<file path="src/rtl/core_bus_requester.sv">
// rtl/core_bus_requester.sv - core-side initiator for the shared snooping bus
//
// Sits between the L1 cache controller and the bus controller. It accepts one
// miss/upgrade request, arbitrates for the bus, drives a single address phase,
// collects the peer-cache or L2 response and hands it back to L1 with a
// one-cycle strobe. The core is stalled for the whole transaction.
//
// Ports:
//   clk, reset          clock, asynchronous active-high reset
//   miss_*              request from L1 (op, address, write data), sampled in IDLE
//   opcode_in           RISC-V opcode of the instruction that caused the miss
//   stall_out           core pipeline stall
//   resp_*              response to L1: valid strobe, data, source, timeout error
//   req_core, grant     request/grant handshake with the arbiter
//   bus_*_out           address-phase outputs, nonzero only in ADDR
//   opcode_out          opcode driven to the bus in ADDR
//   flush_out           one-cycle abort pulse to the bus controller
//   bus_data_in         response data from the bus controller
//   cache_hit_in        peer-cache snoop hit qualifier for bus_data_in
//   l2_valid_in         L2 response qualifier for bus_data_in

module core_bus_requester #(
  parameter int ADDR_W  = 32,
  parameter int DATA_W  = 32,
  parameter int TIMEOUT = 16
) (
  input  logic              clk,
  input  logic              reset,
  input  logic              miss_req,
  input  logic [1:0]        miss_op,
  input  logic [ADDR_W-1:0] miss_addr,
  input  logic [DATA_W-1:0] miss_wdata,
  input  logic [6:0]        opcode_in,
  output logic              stall_out,
  output logic              resp_valid,
  output logic [DATA_W-1:0] resp_data,
  output logic              resp_src,
  output logic              resp_err,
  output logic              req_core,
  input  logic              grant,
  output logic [1:0]        bus_operation_out,
  output logic [ADDR_W-1:0] bus_address_out,
  output logic [DATA_W-1:0] bus_data_out,
  output logic [6:0]        opcode_out,
  output logic              flush_out,
  input  logic [DATA_W-1:0] bus_data_in,
  input  logic              cache_hit_in,
  input  logic              l2_valid_in
);

  localparam int CNT_W = $clog2(TIMEOUT);

  localparam logic [1:0] OP_NONE = 2'b00;
  localparam logic [1:0] OP_RDX  = 2'b10;
  localparam logic [1:0] OP_UPGR = 2'b11;

  typedef enum logic [2:0] {
    S_IDLE,
    S_REQ,
    S_ADDR,
    S_WAIT_RESP,
    S_DONE
  } state_t;

  state_t             state_q, state_d;
  logic [1:0]         op_q;
  logic [ADDR_W-1:0]  addr_q;
  logic [DATA_W-1:0]  wdata_q;
  logic [6:0]         opcode_q;
  logic [CNT_W-1:0]   cnt_q;

  logic               req_core_q;
  logic [1:0]         bus_op_q;
  logic [ADDR_W-1:0]  bus_addr_q;
  logic [DATA_W-1:0]  bus_data_q;
  logic [6:0]         opcode_out_q;
  logic               flush_q;
  logic               resp_valid_q;
  logic [DATA_W-1:0]  resp_data_q;
  logic               resp_src_q;
  logic               resp_err_q;

  logic accept;
  logic resp_any;
  logic cnt_last;
  logic abort_d;
  logic timeout_d;

  assign accept   = miss_req && (miss_op != OP_NONE);
  assign resp_any = cache_hit_in || l2_valid_in;
  assign cnt_last = (cnt_q == CNT_W'(TIMEOUT - 1));

  // Next-state logic. abort_d covers both a lost grant (retry) and a timeout;
  // a response in the same cycle always takes precedence over either.
  always_comb begin
    state_d   = state_q;
    abort_d   = 1'b0;
    timeout_d = 1'b0;
    case (state_q)
      S_IDLE:  if (accept) state_d = S_REQ;
      S_REQ:   if (grant) state_d = S_ADDR;
      S_ADDR:  state_d = (op_q == OP_UPGR) ? S_DONE : S_WAIT_RESP;
      S_WAIT_RESP: begin
        if (resp_any) begin
          state_d = S_DONE;
        end else if (!grant) begin
          state_d = S_REQ;
          abort_d = 1'b1;
        end else if (cnt_last) begin
          state_d   = S_DONE;
          abort_d   = 1'b1;
          timeout_d = 1'b1;
        end
      end
      S_DONE:  state_d = S_IDLE;
      default: state_d = S_IDLE;
    endcase
  end

  // Registered outputs are computed from the next state so they line up with
  // the state they belong to.
  always_ff @(posedge clk or posedge reset) begin
    if (reset) begin
      state_q      <= S_IDLE;
      op_q         <= OP_NONE;
      addr_q       <= '0;
      wdata_q      <= '0;
      opcode_q     <= '0;
      cnt_q        <= '0;
      req_core_q   <= 1'b0;
      bus_op_q     <= OP_NONE;
      bus_addr_q   <= '0;
      bus_data_q   <= '0;
      opcode_out_q <= '0;
      flush_q      <= 1'b0;
      resp_valid_q <= 1'b0;
      resp_data_q  <= '0;
      resp_src_q   <= 1'b0;
      resp_err_q   <= 1'b0;
    end else begin
      state_q <= state_d;

      if (state_q == S_IDLE && accept) begin
        op_q     <= miss_op;
        addr_q   <= miss_addr;
        wdata_q  <= miss_wdata;
        opcode_q <= opcode_in;
      end

      cnt_q <= (state_q == S_WAIT_RESP && state_d == S_WAIT_RESP) ?
               cnt_q + CNT_W'(1) : '0;

      req_core_q <= (state_d == S_REQ) || (state_d == S_ADDR) ||
                    (state_d == S_WAIT_RESP);

      if (state_d == S_ADDR) begin
        bus_op_q     <= op_q;
        bus_addr_q   <= addr_q;
        bus_data_q   <= (op_q == OP_RDX) ? wdata_q : '0;
        opcode_out_q <= opcode_q;
      end else begin
        bus_op_q     <= OP_NONE;
        bus_addr_q   <= '0;
        bus_data_q   <= '0;
        opcode_out_q <= '0;
      end

      flush_q      <= abort_d;
      resp_valid_q <= (state_d == S_DONE);
      // Data is only captured on a real response; UPGR and timeout return 0.
      resp_data_q  <= (state_q == S_WAIT_RESP && resp_any) ? bus_data_in : '0;
      resp_src_q   <= (state_q == S_WAIT_RESP) && cache_hit_in;
      resp_err_q   <= timeout_d;
    end
  end

  // Stall in the request cycle itself so the core never issues past a miss.
  assign stall_out = (state_q == S_IDLE) ? accept : 1'b1;

  assign req_core          = req_core_q;
  assign bus_operation_out = bus_op_q;
  assign bus_address_out   = bus_addr_q;
  assign bus_data_out      = bus_data_q;
  assign opcode_out        = opcode_out_q;
  assign flush_out         = flush_q;
  assign resp_valid        = resp_valid_q;
  assign resp_data         = resp_data_q;
  assign resp_src          = resp_src_q;
  assign resp_err          = resp_err_q;

endmodule

</file>
<file path="config.mk">
export PLATFORM = sky130hd
export DESIGN_NAME = core_bus_requester
export DESIGN_NICKNAME = d
export VERILOG_FILES = /design/src/rtl/core_bus_requester.sv
export SDC_FILE = /design/constraint.sdc
export NUM_CORES = 1
export LEC_CHECK = 0
export CAP_MARGIN = 5
export CORE_UTILIZATION = 35
export CTS_CLUSTER_SIZE = 14
export DETAILED_ROUTE_END_ITERATION = 10
export PLACE_DENSITY = 0.64
export SYNTH_ARGS = -nofsm -noshare
export SYNTH_HDL_FRONTEND = slang
export SYNTH_SLANG_ARGS = --single-unit
export TNS_END_PERCENT = 30
</file>
<file path="constraint.sdc">
create_clock -name clk -period 20.7 [get_ports clk]
set_clock_uncertainty 0.05 [all_clocks]
set_input_delay 4.14 -clock clk [delete_from_list [all_inputs] [get_ports clk]]
set_output_delay 4.14 -clock clk [all_outputs]
set_load 0.02 [all_outputs]
</file>
==> flow_summary.yaml <==
floorplanning:
  die_w_microns: 143.2
  initial_utilization_pct: 35.72
  die_area_sq_um: 20490
  num_io_pins: 222
  rows: 51
  fp.coreArea_sq_um: 19530
  die_height_microns: 143.2
worst_setup_path:
  crit_path_start_kind: "input pin"
  crit_slowest_cell: "clkdlybuf4s50_1"
  critPathMaxStageDelay_ns: 0.59
  required_ns: 16.51
  worst_path_most_repeated_cell: "clkdlybuf4s50_1"
  path_cells: "clkdlybuf4s50_1 -> o21ai_0 -> nand2_1 -> clkdlybuf4s50_1"
  endpoint_kind: "output pin"
  crit_type: "input pin to output pin"
  worstPathArrival_ns: 5.84
  cp_max_fo: 3
cells_and_area:
  drive_gt1_share_pct: 17.82
  fin_cells: 927
  num_antenna_cells: 0
  syn_to_final_growth_pct: 42.73
  design_area_sq_um: 9955
  nets: 761
detailed_routing:
  drtIter0Drc: 129
  wl_microns: 14960
  drc: 0
  ant_nets: 0
  avgRoutedWirePerCell_microns: 16.13
  viasPerCell: 4.341
  vias: 4024
  dr.pass1.iters: 2
power:
  sw_frac_of_total_pct: 27.33
  power_leakage_nw: 4.520
  intPower_mw: 0.8817
  powerDensity_nw_per_um2: 121.9
  ir_worst_vdd_mv: 0.05180
  p_comb_share_pct: 28.2
  pwr-share-clk_pct: 28.4
  power_frac_seq_pct: 43.4
  p_switching_mw: 0.3316
clocking:
  ctsRootBufferMaster: "clkbuf_16"
  cts_resized: 0
  postCtsSetupRepairBufs: 0
  insertion_delay_ns: 0.43
  postCtsHoldBufs: 0
  cts_max_level: 4
  clkSlewWorstSetupHoldPaths_ns: 0.07
  cts_buffers: 17
  clock_sinks: 190
  cts_tree: "done"
  clockBufferDepth: 2
grt:
  grt_first_pass_wirelength_microns: 23240
  overflow: 0
  grt_max_degree: 108
  antenna_found_initial: 0
  first_global_vias: 4429
  grtUsageTotal_pct: 15.21
sta:
  finalSetupViolations: 0
  relSlewSlack_pct: 26.16
  tightestPinTransition_ns: 1.105
  min_period_over_period_pct: 48.45
  rsz0062_at_grt: "false"
  period_needed_ns: 10.03
  finalMaxSlewViolations: 0
  finalHoldViolations: 0
  setup_tns_ns: 0
  fmax_mhz: 99.72
synth:
  yosysWarningCount: 0
  synth_area_sq_um: 6974
  ys_types: 30
  synth.avg_cell_area_sq_um: 16.41
  synth_seq_area_share_pct: 68.17
  syn-num-nets: 537
  synth_seq_cells: 190
  synthCells: 425
place:
  dpl_cell_area_sq_um: 9334
  port_buffers: 221
  dp_hpwl_microns: 10010
  dp_cells: 895
  gp_congestion: 0.7349
min_path:
  hold_class: "flop to flop"
run:
  cap_violations: 0
outcome:
  status: "complete, no violations"
==> placed cells by master, fill, tap and decap left out, types with 2 or more instances in the layout <==
| cell | n |
|---|---|
| a21oi_1 | 4 |
| a311oi_1 | 2 |
| and2_1 | 103 |
| and2_2 | 2 |
| and3b_2 | 2 |
| buf_4 | 2 |
| bufinv_16 | 3 |
| clkbuf_16 | 17 |
| clkdlybuf4s50_1 | 221 |
| clkinv_2 | 2 |
| clkinv_4 | 2 |
| clkinvlp_4 | 2 |
| dfrtp_1 | 190 |
| inv_6 | 3 |
| inv_8 | 3 |
| mux2_2 | 3 |
| mux2_4 | 70 |
| nand2_1 | 2 |
| nand3_1 | 3 |
| nand4_1 | 2 |
| nor2_1 | 6 |
| nor2b_4 | 2 |
| o21ai_0 | 2 |
| or2b_1 | 2 |
==> registers in the layout, indices dropped and copies added (netlist names), 2 cells and up <==
name,count
bus_address_out,32
bus_operation_out,2
wdata_q,32
state_q,3
op_q,2
cnt_q,4
opcode_q,7
addr_q,32
resp_data,32
opcode_out,7
bus_data_out,32
==> kinds of logic after synthesis <==
family | count (synthesis) | synth area share [%]
compound gates | 9 | 0.7895
buf+inv | 20 | 3.140
fa+ha+maj | 1 | 0.1794
simple gates | 130 | 11.91
flops | 190 | 68.17
mux | 73 | 15.55
xor+xnor | 2 | 0.2512
==> worst paths after layout <==
kind,from,endpoint,depth (start not counted),slack (ns)
max,miss_op[0],stall_out,4,10.67
min in group asynchronous,reset,resp_data[7],2,4.17
min reg2reg,cnt_q[0],cnt_q[0],1,0.42
max reg2reg,state_q[1],wdata_q[16],4,17.63
max in group asynchronous,reset,resp_data[27],3,14.84
min,cnt_q[0],cnt_q[0],1,0.42
==> stage by stage <==
step | utilization [%] | setup WS, ns | power (mW) | hold WS, ns
6_report | 50.98 | 10.67 | 1.213 | 0.4171
5_1_grt | 50.98 | 10.55 | 1.277 | 0.4498
4_1_cts | 50.98 | 10.65 | 1.231 | 0.4195
3_5_place_dp | 47.80 | 10.64 | 0.8796 | 0.4104
3_3_place_gp | 47.80 | 10.68 | 0.8669 | 0.3977
2_1_floorplan | - | 11.34 | 0.7670 | 0.3831
==> critical path: cells and delay by family <==
family	cells	cell delay, ns
simple gates	1	0.13
compound gates	1	0.57
buf+inv	2	1.00
==> power groups by stage <==
stage / Combinational, mW / Clock [mW] / Sequential [mW]
3_5_place_dp: 0.347 / 0 / 0.532
3_3_place_gp: 0.339 / 0 / 0.528
6_report: 0.342 / 0.345 / 0.526
4_1_cts: 0.349 / 0.355 / 0.528
5_1_grt: 0.366 / 0.371 / 0.539
2_1_floorplan: 0.212 / 0 / 0.555
==> synth_stat cells <==
| cell type | instances | share of area [%] |
|---|---|---|
| dfrtp_1 | 190 | 68 |
| and2_1 | 103 | 9.2 |
| mux2_4 | 70 | 15 |
| buf_12 | 7 | 2.0 |
| clkbuf_1 | 7 | 0.38 |
| nor2_1 | 6 | 0.32 |
| a21oi_1 | 4 | 0.29 |
| buf_6 | 4 | 0.65 |
| mux2_2 | 3 | 0.48 |
| nand3_1 | 3 | 0.22 |
| a311oi_1 | 2 | 0.25 |
| and2_2 | 2 | 0.22 |
| and3b_2 | 2 | 0.29 |
| inv_1 | 2 | 0.11 |
| nand2_1 | 2 | 0.11 |
| nand4_1 | 2 | 0.18 |
| o21ai_0 | 2 | 0.14 |
| or2b_1 | 2 | 0.22 |
| and2_4 | 1 | 0.13 |
| and2b_1 | 1 | 0.11 |
| and4bb_4 | 1 | 0.23 |
| ha_1 | 1 | 0.18 |
| nor2b_2 | 1 | 0.13 |
| nor2b_4 | 1 | 0.20 |
| nor3_2 | 1 | 0.14 |
| nor3b_1 | 1 | 0.11 |
| o211ai_1 | 1 | 0.11 |
| or2_2 | 1 | 0.090 |
| xnor2_1 | 1 | 0.13 |
| xor2_1 | 1 | 0.13 |
==> layer usage <==
metal	part of all wire (%)	GRT usage [%]	up-vias
met3	6.1	5.667	18
met1	41	17.37	2067
met2	51	26.08	111
li1	-	-	1828
met5	0	0	-
met4	1.6	5.150	0
==> final cells by class <==
type                       instances  area (sq um)
timing repair buffer             223          2227
clock buffer                      18         439.2
inverter                           2         15.01
sequential                       190          4755
tap                              265         331.6
multi-input combinational        215          2006
clock inverter                    14         181.4
fill                            1689          9572
Power figures use the tool's default switching activity.
==> edit 1, RTL diff (same settings) <==
Register the output `resp_err` once more; this adds one clock of latency there. The other outputs are not delayed to match.
--- a/src/rtl/core_bus_requester.sv
+++ b/src/rtl/core_bus_requester.sv
@@ -186,7 +186,9 @@
   assign resp_valid        = resp_valid_q;
   assign resp_data         = resp_data_q;
   assign resp_src          = resp_src_q;
-  assign resp_err          = resp_err_q;
+  always_ff @(posedge clk) begin
+    resp_err <= resp_err_q;
+  end
 
 endmodule
 
Behaviour: same outputs for any inputs over 10 cycles, from zero or initial values and one cycle with reset high; that may be too few to reach the edited logic, so the function may still have changed.
==> edit 1 against the original RTL <==
Critical path type unchanged; synthesized area grew 0.29%; largest power group unchanged; die area grew 0.28%; core utilization grew 0.10 points; wire length shrank 2.0%; setup slack is essentially flat; sequential cell count grew 1; clock power shrank 2%; final area grew 0.20%; total power shrank 0.39%; highest routed layer unchanged.
==> edit 1: results <==
set metrics [dict create \
    grtUsageMet1_pct 18.14 \
    grt_max_degree 111 \
    yosys_warnings 0 \
    p_leak_nw 4.538 \
    synthArstFlopShare_pct 99.48 \
    critPathArrivalTime_ns 5.84 \
    synth.distinct_cells 31 \
    rr_endpoint "bus_data_out[31]" \
    hold_violations 0 \
    reg2reg_slack_ns 18.40 \
    outcome "finished clean" \
    vdd_drop_max_v 0.00005166 \
    synthTopCellsByArea "dfrtp_1, mux2_4, and2_1" \
    finish.net_count 763 \
    use_met3_pct 5.032 \
    dp_hpwl_um 9941 \
    clock_latency_ns 0.41 \
    drt_iter0_drc 153 \
    hold_depth 0 \
    rr_worst_depth 4 \
    synth_commonest_cells "dfrtp_1, and2_1, mux2_4" \
    synth_fp_nets 538 \
    timing.hold.ws_ns 0.2877 \
    worst_pin_slew_ns 0.9790 \
    cts_made_buffers 17 \
    firstDrtPassIters 4 \
    hold_path_end "resp_err" \
    cts_resized 0 \
    first_global_vias 4442 \
    place_congestion 0.7494 \
    hp-class "flip-flop to flip-flop" \
    clockBufferDepth 2 \
    vias_per_cell 4.338 \
    min_from "resp_err_q" \
    critical_path.top_delay_family "buffers and inverters" \
    grt.met2_usage_pct 24.99 \
    rr_startpoint "state_q[2]" \
    grt_pass1_wl_um 23360 \
    diodes 0 \
    drive_gt1_share_pct 17.77 \
    yosysSeqAreaShare_pct 68.26 \
    cts_setup_buffers 0 \
    routed_wirelength_um 14650 \
    track_usage_pct 15.09 \
    path_max_fanout 3 \
    critPathMaxStageDelay_ns 0.60 \
]
[edit 1: worst register-to-register path, cell delays in order (launching register included)]
cell and delay [ns]:
dfrtp_1 0.44, and4bb_4 0.69, and2_4 0.26, nor2b_4 0.54, and2_2 0.26
[edit 1: where the power goes]
group          switching (mW)  internal, mW  total, mW
Clock                   0.140         0.198      0.338
Sequential             0.0491         0.478      0.527
Combinational           0.134         0.209      0.344
[edit 1: metrics by stage]
| step | instances | cell area [um2] | setup WS, ns |
|---|---|---|---|
| global route | 929 | 9975 | 10.62 |
| floorplan | 426 | 6994 | 11.34 |
| CTS | 929 | 9975 | 10.69 |
| finish | 929 | 9975 | 10.67 |
| detailed placement | 897 | 9361 | 10.69 |
| global placement | 897 | 9361 | 10.69 |
[edit 1: worst max path at each step]
stage | start | endpoint | slack [ns] | cells past startpoint
after floorplan | reset | addr_q[0] | 11.34 | 1
after global placement | miss_op[0] | stall_out | 10.69 | 4
after detailed placement | miss_op[0] | stall_out | 10.69 | 4
after CTS | miss_op[0] | stall_out | 10.69 | 4
after global routing | miss_op[0] | stall_out | 10.62 | 4
final | miss_op[0] | stall_out | 10.67 | 4
[edit 1: cell families (layout without fill, tap and decap cells)]
kind of cell               Yosys count  count (layout)  synth area share [%]
buffers and inverters               20             258                 3.131
and+or+nand+nor                    130             130                 11.88
xor gates and xnor gates             2               2                0.2505
AOI/OAI and AO/OA                    9               9                0.7872
adders and majority gates            1               1                0.1789
muxes                               73              73                 15.51
DFF                                191             191                 68.26
[edit 1: per-layer routing]
| layer | routed length, um | part of all wire, % |
|---|---|---|
| met2 | 7417 | 51 |
| met3 | 959 | 6.5 |
| met1 | 6080 | 41 |
| met4 | 195 | 1.3 |
| met5 | 0 | 0 |
[edit 1: layout make-up]
cell class                      instances  area (um2)
Fill cell                            1705        9552
Sequential cell                       191        4775
Timing Repair Buffer                  224        2235
Multi-Input combinational cell        215        2006
Clock buffer                           20       456.7
Tap cell                              265       331.6
Clock inverter                         12       156.4
Inverter                                2       15.01
==> edit 2, RTL diff (same flow settings) <==
Without the edit above. The parameter `DATA_W` goes from 32 to 16.
--- a/src/rtl/core_bus_requester.sv
+++ b/src/rtl/core_bus_requester.sv
@@ -21,7 +21,7 @@
 
 module core_bus_requester #(
   parameter int ADDR_W  = 32,
-  parameter int DATA_W  = 32,
+  parameter int DATA_W  = 16,
   parameter int TIMEOUT = 16
 ) (
   input  logic              clk,
Interface: changed (resized bus_data_in, bus_data_out, miss_wdata and resp_data); port bits go from 222 to 158. No check against the original RTL was run, so the function may have changed too.
==> edit 2 against the original RTL <==
Hold slack lost 0.0046 ns; synthesized area shrank 26%; via count is 25% lower; critical endpoint unchanged; wire length fell by 34%; total power shrank 21%; sequential cell count down 48; final area fell by 25%; setup slack better by 0.45 ns; critical path type unchanged.
==> edit 2: results <==
set metrics [dict create \
    first_global_vias 3076 \
    slew_headroom_pct 25.09 \
    place_congestion 0.7140 \
    drive_gt1_share_pct 22.16 \
    cts_setup_buffers 0 \
    dp_hpwl_um 6296 \
    reg2reg_slack_ns 18.42 \
    clock_latency_ns 0.40 \
    grt_pass1_wl_um 15790 \
    synth.mux.area_fraction_pct 14.61 \
    synth_compound_area_share_pct 1.066 \
    synth_commonest_cells "dfrtp_1, and2_1, mux2_4" \
    synth.distinct_cells 32 \
    clk_pin_slew_ns 0.05 \
    vdd_drop_max_v 0.00007119 \
    rr_endpoint "addr_q[12]" \
    nFillCells 1248 \
    synthAdderAreaFrac_pct 0.2423 \
    dr_total_vias 3009 \
    yosys.area.top_type_share_pct 68.82 \
    hold_path_end "cnt_q[0]" \
    synth_xor_area_share_pct 0.3392 \
    cts-htree-levels 4 \
    min_from "cnt_q[0]" \
    cts_made_buffers 17 \
    yosysSeqAreaShare_pct 68.82 \
    synthTopCellsByArea "dfrtp_1, mux2_4, and2_1" \
    hp-class "flip-flop to flip-flop" \
    path_max_fanout 3 \
    synth_fp_nets 403 \
    track_usage_pct 14.08 \
    rr_worst_depth 3 \
    synth_top_family_by_area "multiplexers" \
    finish.net_count 568 \
    p_leak_nw 3.354 \
    outcome "finished clean" \
    grt_max_degree 75 \
    routed_wirelength_um 9839 \
    firstDrtPassIters 4 \
    drt_iter0_drc 165 \
    critPathArrivalTime_ns 5.39 \
    timing.hold.ws_ns 0.4124 \
    hold_depth 1 \
    synth_ff_type "dfrtp_1" \
    numPortBuffers 157 \
]
## edit 2: cell types whose count changed in the layout (fill, tap and decap cells not counted), moves of 14 or more
cell and change:
and2_2 +14, dfrtp_1 -48, mux2_4 -40, clkdlybuf4s50_1 -64, mux2_2 +24, and2_1 -46
## edit 2: critical path: stages
cell             delay (ns)
clkdlybuf4s50_1        0.48
o21ai_1                0.10
nand2_1                0.07
clkdlybuf4s50_1        0.59
## edit 2: power breakdown
group	leakage (nW)	switching [mW]	total (mW)	internal [mW]
clock	0.297	0.107	0.307	0.200
sequential	1.84	0.0382	0.399	0.361
combinational	1.22	0.0999	0.249	0.150
total	3.35	0.245	0.955	0.710
## edit 2: logic make-up (layout without fill, tap and decap cells)
family / after synthesis / after routing
AOI/OAI and AO/OA: 9 / 9
xor gates and xnor gates: 2 / 2
adders and majority gates: 1 / 1
buffers and inverters: 14 / 192
DFF: 142 / 142
muxes: 57 / 57
and+or+nand+nor: 98 / 98
## edit 2: how the worst max path moves through the flow
stage | end | slack [ns] | start | depth (start not counted)
floorplan | stall_out | 12.06 | miss_op[0] | 2
global placement | stall_out | 11.16 | miss_op[0] | 4
detailed placement | stall_out | 11.13 | miss_op[0] | 4
CTS | stall_out | 11.12 | miss_op[0] | 4
global route | stall_out | 11.04 | miss_op[0] | 4
finish | stall_out | 11.12 | miss_op[0] | 4
## edit 2: final cells by class
class,instances,area share (%)
multi-input combinational,167,19.90
timing repair buffer,158,21.14
tap,184,3.082
sequential,142,47.56
clock buffer,28,7.185
clock inverter,4,0.9714
inverter,2,0.1675
## edit 2: per-stage QoR
stage | setup slack [ns] | util [%] | cells | area [um2]
after floorplan | 12.06 | - | 323 | 5164
after global placement | 11.16 | 47.39 | 653 | 6862
after detailed placement | 11.13 | 47.39 | 653 | 6862
after CTS | 11.12 | 51.60 | 685 | 7471
after global routing | 11.04 | 51.60 | 685 | 7471
final | 11.12 | 51.60 | 685 | 7471
## edit 2: per-layer routing
metal | wire length [um] | GRT usage [%]
met1 | 4055 | 16.53
met2 | 4827 | 22.35
met3 | 858 | 6.873
met4 | 97 | 4.970
met5 | 0 | 0
